`src/rtl/uart_tx_arb.sv`:
```
// Round-robin arbiter that time-shares one UART transmitter among NUM_REQ byte sources.
// Optional tx_done watchdog is compiled in with `define UART_TX_ARB_TIMEOUT_EN.
module uart_tx_arb #(
  parameter int NUM_REQ        = 4,
  parameter int GAP_CYCLES     = 0,
  parameter int TIMEOUT_CYCLES = 65535
) (
  input  logic                 clk,
  input  logic                 rst,
  input  logic [NUM_REQ-1:0]   req,
  input  logic [8*NUM_REQ-1:0] req_data,
  output logic [NUM_REQ-1:0]   ack,
  output logic [NUM_REQ-1:0]   done,
  output logic                 err,
  output logic                 busy,
  output logic                 trmt,
  output logic [7:0]           tx_data,
  input  logic                 tx_done,
  output logic [1:0]           dbg_state
);

  localparam int PW = (NUM_REQ > 1) ? $clog2(NUM_REQ) : 1;
  localparam logic [15:0] GAP_LAST = 16'((GAP_CYCLES > 0) ? GAP_CYCLES - 1 : 0);

  // Handshake: ack[i] pulses for one cycle when byte i is captured; the source must
  // then drop req[i] or present its next byte on the following cycle.
  typedef enum logic [1:0] {IDLE, LAUNCH, WAIT, GAP} state_t;

  state_t              state, state_nxt;
  logic [PW-1:0]       rr_ptr, rr_ptr_nxt, cur, cur_nxt, win, idx;
  logic [7:0]          tx_data_nxt;
  logic                trmt_nxt, tx_done_q, done_rise;
  logic [NUM_REQ-1:0]  ack_nxt, done_nxt;
  logic [15:0]         gap_cnt, gap_cnt_nxt;
`ifdef UART_TX_ARB_TIMEOUT_EN
  // err lands TIMEOUT_CYCLES clocks after the trmt pulse.
  localparam logic [15:0] TO_LAST = 16'(TIMEOUT_CYCLES - 2);
  logic [15:0] to_cnt, to_cnt_nxt;
  logic        err_nxt;
`endif

  assign done_rise = tx_done & ~tx_done_q;
  assign dbg_state = state;

  // Search starts just past the last winner, so that winner has lowest priority.
  always_comb begin
    win = rr_ptr;
    idx = '0;
    for (int k = NUM_REQ; k >= 1; k--) begin
      idx = PW'((int'(rr_ptr) + k) % NUM_REQ);
      if (req[idx]) win = idx;
    end
  end

  always_comb begin
    state_nxt   = state;
    rr_ptr_nxt  = rr_ptr;
    cur_nxt     = cur;
    tx_data_nxt = tx_data;
    trmt_nxt    = 1'b0;
    ack_nxt     = '0;
    done_nxt    = '0;
    gap_cnt_nxt = gap_cnt;
`ifdef UART_TX_ARB_TIMEOUT_EN
    to_cnt_nxt  = to_cnt;
    err_nxt     = 1'b0;
`endif
    case (state)
      IDLE: begin
        if (|req) begin
          state_nxt   = LAUNCH;
          cur_nxt     = win;
          rr_ptr_nxt  = win;
          tx_data_nxt = req_data[8*win +: 8];
          trmt_nxt    = 1'b1;
          ack_nxt     = NUM_REQ'(1) << win;
        end
      end
      LAUNCH: begin
        state_nxt = WAIT;
`ifdef UART_TX_ARB_TIMEOUT_EN
        to_cnt_nxt = '0;
`endif
      end
      WAIT: begin
        if (done_rise) begin
          done_nxt = NUM_REQ'(1) << cur;
          if (GAP_CYCLES > 0) begin
            state_nxt   = GAP;
            gap_cnt_nxt = '0;
          end else begin
            state_nxt = IDLE;
          end
        end
`ifdef UART_TX_ARB_TIMEOUT_EN
        else if (to_cnt == TO_LAST) begin
          err_nxt   = 1'b1;
          state_nxt = IDLE;
        end else begin
          to_cnt_nxt = to_cnt + 16'd1;
        end
`endif
      end
      GAP: begin
        if (gap_cnt == GAP_LAST) state_nxt = IDLE;
        else gap_cnt_nxt = gap_cnt + 16'd1;
      end
      default: state_nxt = IDLE;
    endcase
  end

  always_ff @(posedge clk or posedge rst) begin
    if (rst) begin
      state     <= IDLE;
      rr_ptr    <= PW'(NUM_REQ - 1);
      cur       <= '0;
      tx_data   <= 8'h00;
      trmt      <= 1'b0;
      ack       <= '0;
      done      <= '0;
      busy      <= 1'b0;
      gap_cnt   <= '0;
      tx_done_q <= 1'b0;
    end else begin
      state     <= state_nxt;
      rr_ptr    <= rr_ptr_nxt;
      cur       <= cur_nxt;
      tx_data   <= tx_data_nxt;
      trmt      <= trmt_nxt;
      ack       <= ack_nxt;
      done      <= done_nxt;
      busy      <= (state_nxt != IDLE);
      gap_cnt   <= gap_cnt_nxt;
      tx_done_q <= tx_done;
    end
  end

`ifdef UART_TX_ARB_TIMEOUT_EN
  always_ff @(posedge clk or posedge rst) begin
    if (rst) begin
      to_cnt <= '0;
      err    <= 1'b0;
    end else begin
      to_cnt <= to_cnt_nxt;
      err    <= err_nxt;
    end
  end
`else
  assign err = 1'b0;
`endif

endmodule
```
`config.mk`:
```
export PLATFORM = sky130hd
export DESIGN_NAME = uart_tx_arb
export DESIGN_NICKNAME = d
export VERILOG_FILES = /design/src/rtl/uart_tx_arb.sv
export SDC_FILE = /design/constraint.sdc
export NUM_CORES = 1
export LEC_CHECK = 0
export CORE_MARGIN = 1
export CORE_UTILIZATION = 50
export DETAILED_ROUTE_END_ITERATION = 10
export DONT_BUFFER_PORTS = 1
export GPL_ROUTABILITY_DRIVEN = 0
export PLACE_DENSITY = 0.72
export SYNTH_ARGS = -nofsm -noshare
export SYNTH_HDL_FRONTEND = slang
export SYNTH_SLANG_ARGS = --single-unit
```
`constraint.sdc`:
```
create_clock -name clk -period 4.27 [get_ports clk]
set_input_delay 0.854 -clock clk [delete_from_list [all_inputs] [get_ports clk]]
set_output_delay 0.854 -clock clk [all_outputs]
set_load 0.005 [all_outputs]
```
# Word-level counts from Yosys, hierarchy flattened
# Cells that the tools add are included.
dict set report totals {
  mem_bits_rw 0
  latch_bits 0
  ff_bits 41
  rom_bits 0
  n_memories 0
  elab_cells 56
  output_inout_bits 21
}
dict set report classes {
  n_lt_le_gt_ge 4
  n_bitwise 3
  n_div 0
  n_mux 22
  n_eq_ne 3
  reduce_logical 6
  n_mul 0
  addsub 5
  shifts 3
}
# op count
set op_table {}
lappend op_table {{variable part select 32 x 6 -> 8 bit} 1}
lappend op_table {{adder 16 x 1 -> 16 bit (second input constant)} 1}
lappend op_table {{zero test 16 bit} 1}
lappend op_table {{2-to-1 mux 4 bit} 4}
lappend op_table {{2-to-1 mux 2 bit} 7}
lappend op_table {{less-than comparator 2 x 3 -> 1 bit (second input constant)} 4}
lappend op_table {{binary-select mux 1 bit (select 2 bit)} 4}
lappend op_table {{one-hot mux 2 bit (4 select lines)} 1}
lappend op_table {{left shift 1 x 2 -> 4 bit (first input constant)} 2}
lappend op_table {{2-to-1 mux 1 bit} 6}
lappend op_table {{adder 2 x 1 -> 2 bit (second input constant)} 2}
lappend op_table {{adder 2 bit (second input constant)} 2}
lappend op_table {{== test 2 bit (second input constant)} 2}
lappend op_table {{AND reduction 2 bit} 2}
lappend op_table {{OR reduction 4 bit} 1}
lappend op_table {{== test 2 x 1 -> 1 bit (second input constant)} 1}
lappend op_table {{zero test 2 bit} 1}
lappend op_table {{inverter 1 bit} 2}
lappend op_table {{nonzero test 2 bit} 1}
lappend op_table {{bitwise AND 1 bit} 1}

# Longest topological paths before layout
dict set report depth {
  word_depth 10
  depth_mapped 7
}

# Worst setup path before layout
# Ideal clock, no wire load.
dict set report synth_path {
  path_type {input to register}
  startpoint {input req[1]}
  endpoint {register tx_data[0]}
  stages 7
  setup_slack_ns 2.291
  setup_ns 0.143
  path_buffers 2
  arrival_ns 1.836
  path_cell_list {nor2b_2 -> o21bai_2 -> and3_1 -> buf_4 -> buf_8 -> mux2i_1 -> a211oi_2}
}
dict set report synth_via {
  elab_chain_len 7
}
# item line
set synth_rtl {}
lappend synth_rtl {{start: declaration} 10} ;# input logic [NUM_REQ-1:0] req,
lappend synth_rtl {{binary-select mux 1 bit (select 2 bit)} 51} ;# if (req[idx]) win = idx;
lappend synth_rtl {{2-to-1 mux 1 bit (implied by the code)} 51}
lappend synth_rtl {{2-to-1 mux 2 bit (4 in a row)} 51}
lappend synth_rtl {{variable part select 32 x 6 -> 8 bit} 74} ;# tx_data_nxt = req_data[8*win +: 8];
lappend synth_rtl {{end signal: assignment} 128} ;# tx_data <= tx_data_nxt;
lappend synth_rtl {{end: declaration} 17} ;# output logic [7:0] tx_data,
# Several ways; a longest one is shown, not always the timed one. The select of a mux whose other input is x is not followed.
# A chain may end at the register's enable or synchronous reset.

# Final worst setup path
dict set report layout_path {
  startpoint {input req[0]}
  endpoint {register tx_data[1]}
}
# Same word-level chain as after synthesis.

==> flow_metrics.env <==
export IMPL_crit_type="primary input to flip-flop"
export IMPL_clock_insertion_delay_worst_skew_ns=0.29
export IMPL_route_vias_total=1396
export IMPL_layoutNonFillerInstCount=230
export IMPL_cts_tree="yes"
export IMPL_synth_seq_cells=41
export IMPL_share_of_yosys_cell_area_claimed_by_the_top_area_cell_type_pct=48.60
export IMPL_total_of_buffers_placed_on_input_and_output_ports=0
export IMPL_core_area_um2=3744
export IMPL_cts_sinks=41
export IMPL_synth_area_per_cell_um2=11.16
export IMPL_grt_ovfl_total=0
export IMPL_synth_mux_area_fraction_pct=3.988
export IMPL_cts_root_buffer_cell="sky130_fd_sc_hd__clkbuf_8"
export IMPL_globalRouteTotalUtil_pct=21.42
export IMPL_flow_area_growth_from_synthesis_pct=6.168
export IMPL_max_clock_freq_ghz=0.5004
export IMPL_vias_per_cell=6.070
export IMPL_ys_dominant_reg_cell="sky130_fd_sc_hd__dfrtp_1"
export IMPL_number_of_cts_inserted_buffers=5
export IMPL_ys_warnings_count=0
export IMPL_clock_skew_final_ns=0.004138
export IMPL_grt_first_pass_wirelength_um=6900
export IMPL_worstHoldPathType="flip-flop to flip-flop"
export IMPL_max_slew_worst_pin_slew_ns=1.127
export IMPL_netlist_cell_type_count=42
export IMPL_power_leakage_nw=0.9452
export IMPL_dpl_hpwl_um=2935
export IMPL_number_of_routed_nets_with_antenna_violations=0
export IMPL_cellPowerDensity_nw_per_um2=596.1
export IMPL_simple_logic_cell_fraction_of_the_synthesized_area_pct=19.50
export IMPL_post_synth_instance_area_um2=2008
export IMPL_initial_core_util_pct=53.64
export IMPL_die_extent_in_x_um=65.38
export IMPL_cts_post_setup_buffers_inserted=0
export IMPL_synth_compound_area_share_pct=13.40
export IMPL_post_synthesis_share_of_cell_area_spent_on_xor_and_xnor_gates_pct=6.542
export IMPL_layout_worst_path_cycle_share_pct=46.80
export IMPL_fin_setup_tns_ns=0
export IMPL_cts_hold_buffers=0
export IMPL_post_route_min_period_ns=1.998
export IMPL_cts_root_to_sink_buffers=2
export IMPL_synth_seq_area_share_pct=51.21
export IMPL_initialDrtViolationCount=81
export IMPL_ios=60
export IMPL_antenna_cells_inserted=0
export IMPL_power_mw=1.271
export IMPL_initial_antenna_violation_count=0
export IMPL_rows=22
export IMPL_finalSetupViolations=0
export IMPL_drcViolationCount=0
export IMPL_vias_in_the_first_global_route=1438
export IMPL_setup_ws_final_ns=2.272
export IMPL_fillers=332
export IMPL_grt_max_degree=32
export IMPL_yosys_top_cells_area="sky130_fd_sc_hd__dfrtp_1, sky130_fd_sc_hd__xnor2_1, sky130_fd_sc_hd__a211oi_2"
export IMPL_asyncSetResetFlopFracSynth_pct=100.0
export IMPL_drt_pass1_iterations=4
export IMPL_dp_cells=222
export IMPL_reg2reg_slack_ns=2.33
export IMPL_register_area_um2=1028
export IMPL_ir_drop_uv=293.1
export IMPL_synth_cells=180
export IMPL_fp_dieH_um=65.38
export IMPL_synth_enable_flop_cells=0
export IMPL_fin_nets=222
export IMPL_layout_cells_sized_above_1_pct=14.84
export IMPL_postRouteWirelength_um=4090
export IMPL_endpoint_kind="flip-flop"
export IMPL_layout_common_cells="sky130_fd_sc_hd__dfrtp_1, sky130_fd_sc_hd__nor2_1, sky130_fd_sc_hd__xnor2_1"
export IMPL_dp_worst_setup_slack_ns=1.974
export IMPL_maxCapViolCount=0
export IMPL_ctsHtreeMaxLevel=2
export IMPL_syn_nets=221
export IMPL_arrival_ns=2.15
export IMPL_wl_per_cell_um=17.78
export IMPL_finalHoldViolCount=0
export IMPL_layout_commonest_cell="sky130_fd_sc_hd__dfrtp_1"
export IMPL_cts_repair_resize_count=0
export IMPL_unrepaired_setup_endpoints_after_global_routing="no"
export IMPL_multi_input_area_um2=900.9
export IMPL_outcome="finished, final reports clean"
export IMPL_slew_limit_headroom_pct=24.78
export IMPL_startpoint_type="primary input"
export IMPL_timing_max_transition_violations_final=0
export IMPL_fp_dieArea_um2=4274
export IMPL_synth_top_family_by_area="simple AND/OR/NAND/NOR gates"
export IMPL_cp_max_fo=12
export IMPL_post_synth_top_area_cell="sky130_fd_sc_hd__dfrtp_1"
export IMPL_clkSlewWorstSetupHoldPaths_ns=0.08
export IMPL_critical_path_required_ns=4.42
export IMPL_adder_cell_fraction_of_synth_area_pct=1.246
## where the power goes
part	leakage [nW]	switching (mW)	internal (mW)
clock network	0.0542	0.128	0.146
registers	0.525	0.0963	0.491
logic	0.366	0.240	0.170
total	0.945	0.464	0.807
## synthesized netlist by cell type (3+ instances only)
library cell,n
sky130_fd_sc_hd__and3_1,8
sky130_fd_sc_hd__nand2_1,9
sky130_fd_sc_hd__nor2b_1,4
sky130_fd_sc_hd__inv_1,5
sky130_fd_sc_hd__nor2_1,15
sky130_fd_sc_hd__buf_4,3
sky130_fd_sc_hd__dfrtp_1,39
sky130_fd_sc_hd__and2_1,11
sky130_fd_sc_hd__a221oi_1,8
sky130_fd_sc_hd__xnor2_1,13
sky130_fd_sc_hd__mux2i_1,8
sky130_fd_sc_hd__a211oi_2,7
sky130_fd_sc_hd__nand3_1,6
sky130_fd_sc_hd__nor4_1,5
sky130_fd_sc_hd__buf_2,3
## cells by family (layout without fill, tap and decap cells)
logic type | after synthesis | count (layout)
xor gates and xnor gates | 15 | 15
muxes | 8 | 8
and+or+nand+nor | 70 | 70
adders and majority gates | 2 | 2
DFF | 41 | 41
buffers and inverters | 14 | 16
other | 1 | 1
AOI/OAI and AO/OA | 29 | 29
## registers in the layout, summed over array words and instances, names as in the netlist
name,flops
busy,1
cur,2
done,4
dbg_state,2
gap_cnt,16
rr_ptr,2
tx_done_q,1
tx_data,8
ack,4
trmt,1
## stage by stage
step	utilization (%)	hold WS, ns	area (um2)
4_1_cts	56.95	0.5056	2132
3_3_place_gp	54.24	0.4705	2031
5_1_grt	56.95	0.5285	2132
3_5_place_dp	54.24	0.4919	2031
2_1_floorplan	-	0.4459	2008
6_report	56.95	0.5058	2132
## path summary, 6_finish.rpt
kind,startpoint,cells after the start,endpoint
setup / recovery,req[0],5,tx_data[1]
hold / removal,gap_cnt[15],1,gap_cnt[15]
setup reg to reg,rr_ptr[0],5,tx_data[1]
hold reg to reg,gap_cnt[15],1,gap_cnt[15]
max in group asynchronous,rst,2,done[0]
min in group asynchronous,rst,1,tx_data[7]
## metal layers
| metal | routed length, um | track usage, % | up-vias | part of all wire, % |
|---|---|---|---|---|
| met2 | 2059 | 36.73 | 51 | 50 |
| met3 | 237 | 5.729 | 6 | 5.8 |
| li1 | - | - | 639 | - |
| met5 | 0 | 0 | - | 0 |
| met4 | 53 | 7.065 | 0 | 1.3 |
| met1 | 1740 | 25.90 | 700 | 43 |
## worst max-delay path, stage by stage
cell and delay, ns:
sky130_fd_sc_hd__nor2_1 0.03, sky130_fd_sc_hd__nand2_1 0.24, sky130_fd_sc_hd__and3_1 0.60, sky130_fd_sc_hd__mux2i_1 0.32
sky130_fd_sc_hd__a211oi_2 0.10
## final cells by class
type	instances	share of cell area [%]
Timing Repair Buffer	3	1.056
Tap cell	48	2.817
Inverter	5	0.8803
Sequential cell	41	48.24
Clock inverter	1	0.2347
Clock buffer	7	4.519
Multi-Input combinational cell	125	42.25
Note: power is estimated with default switching activity, not from simulation.
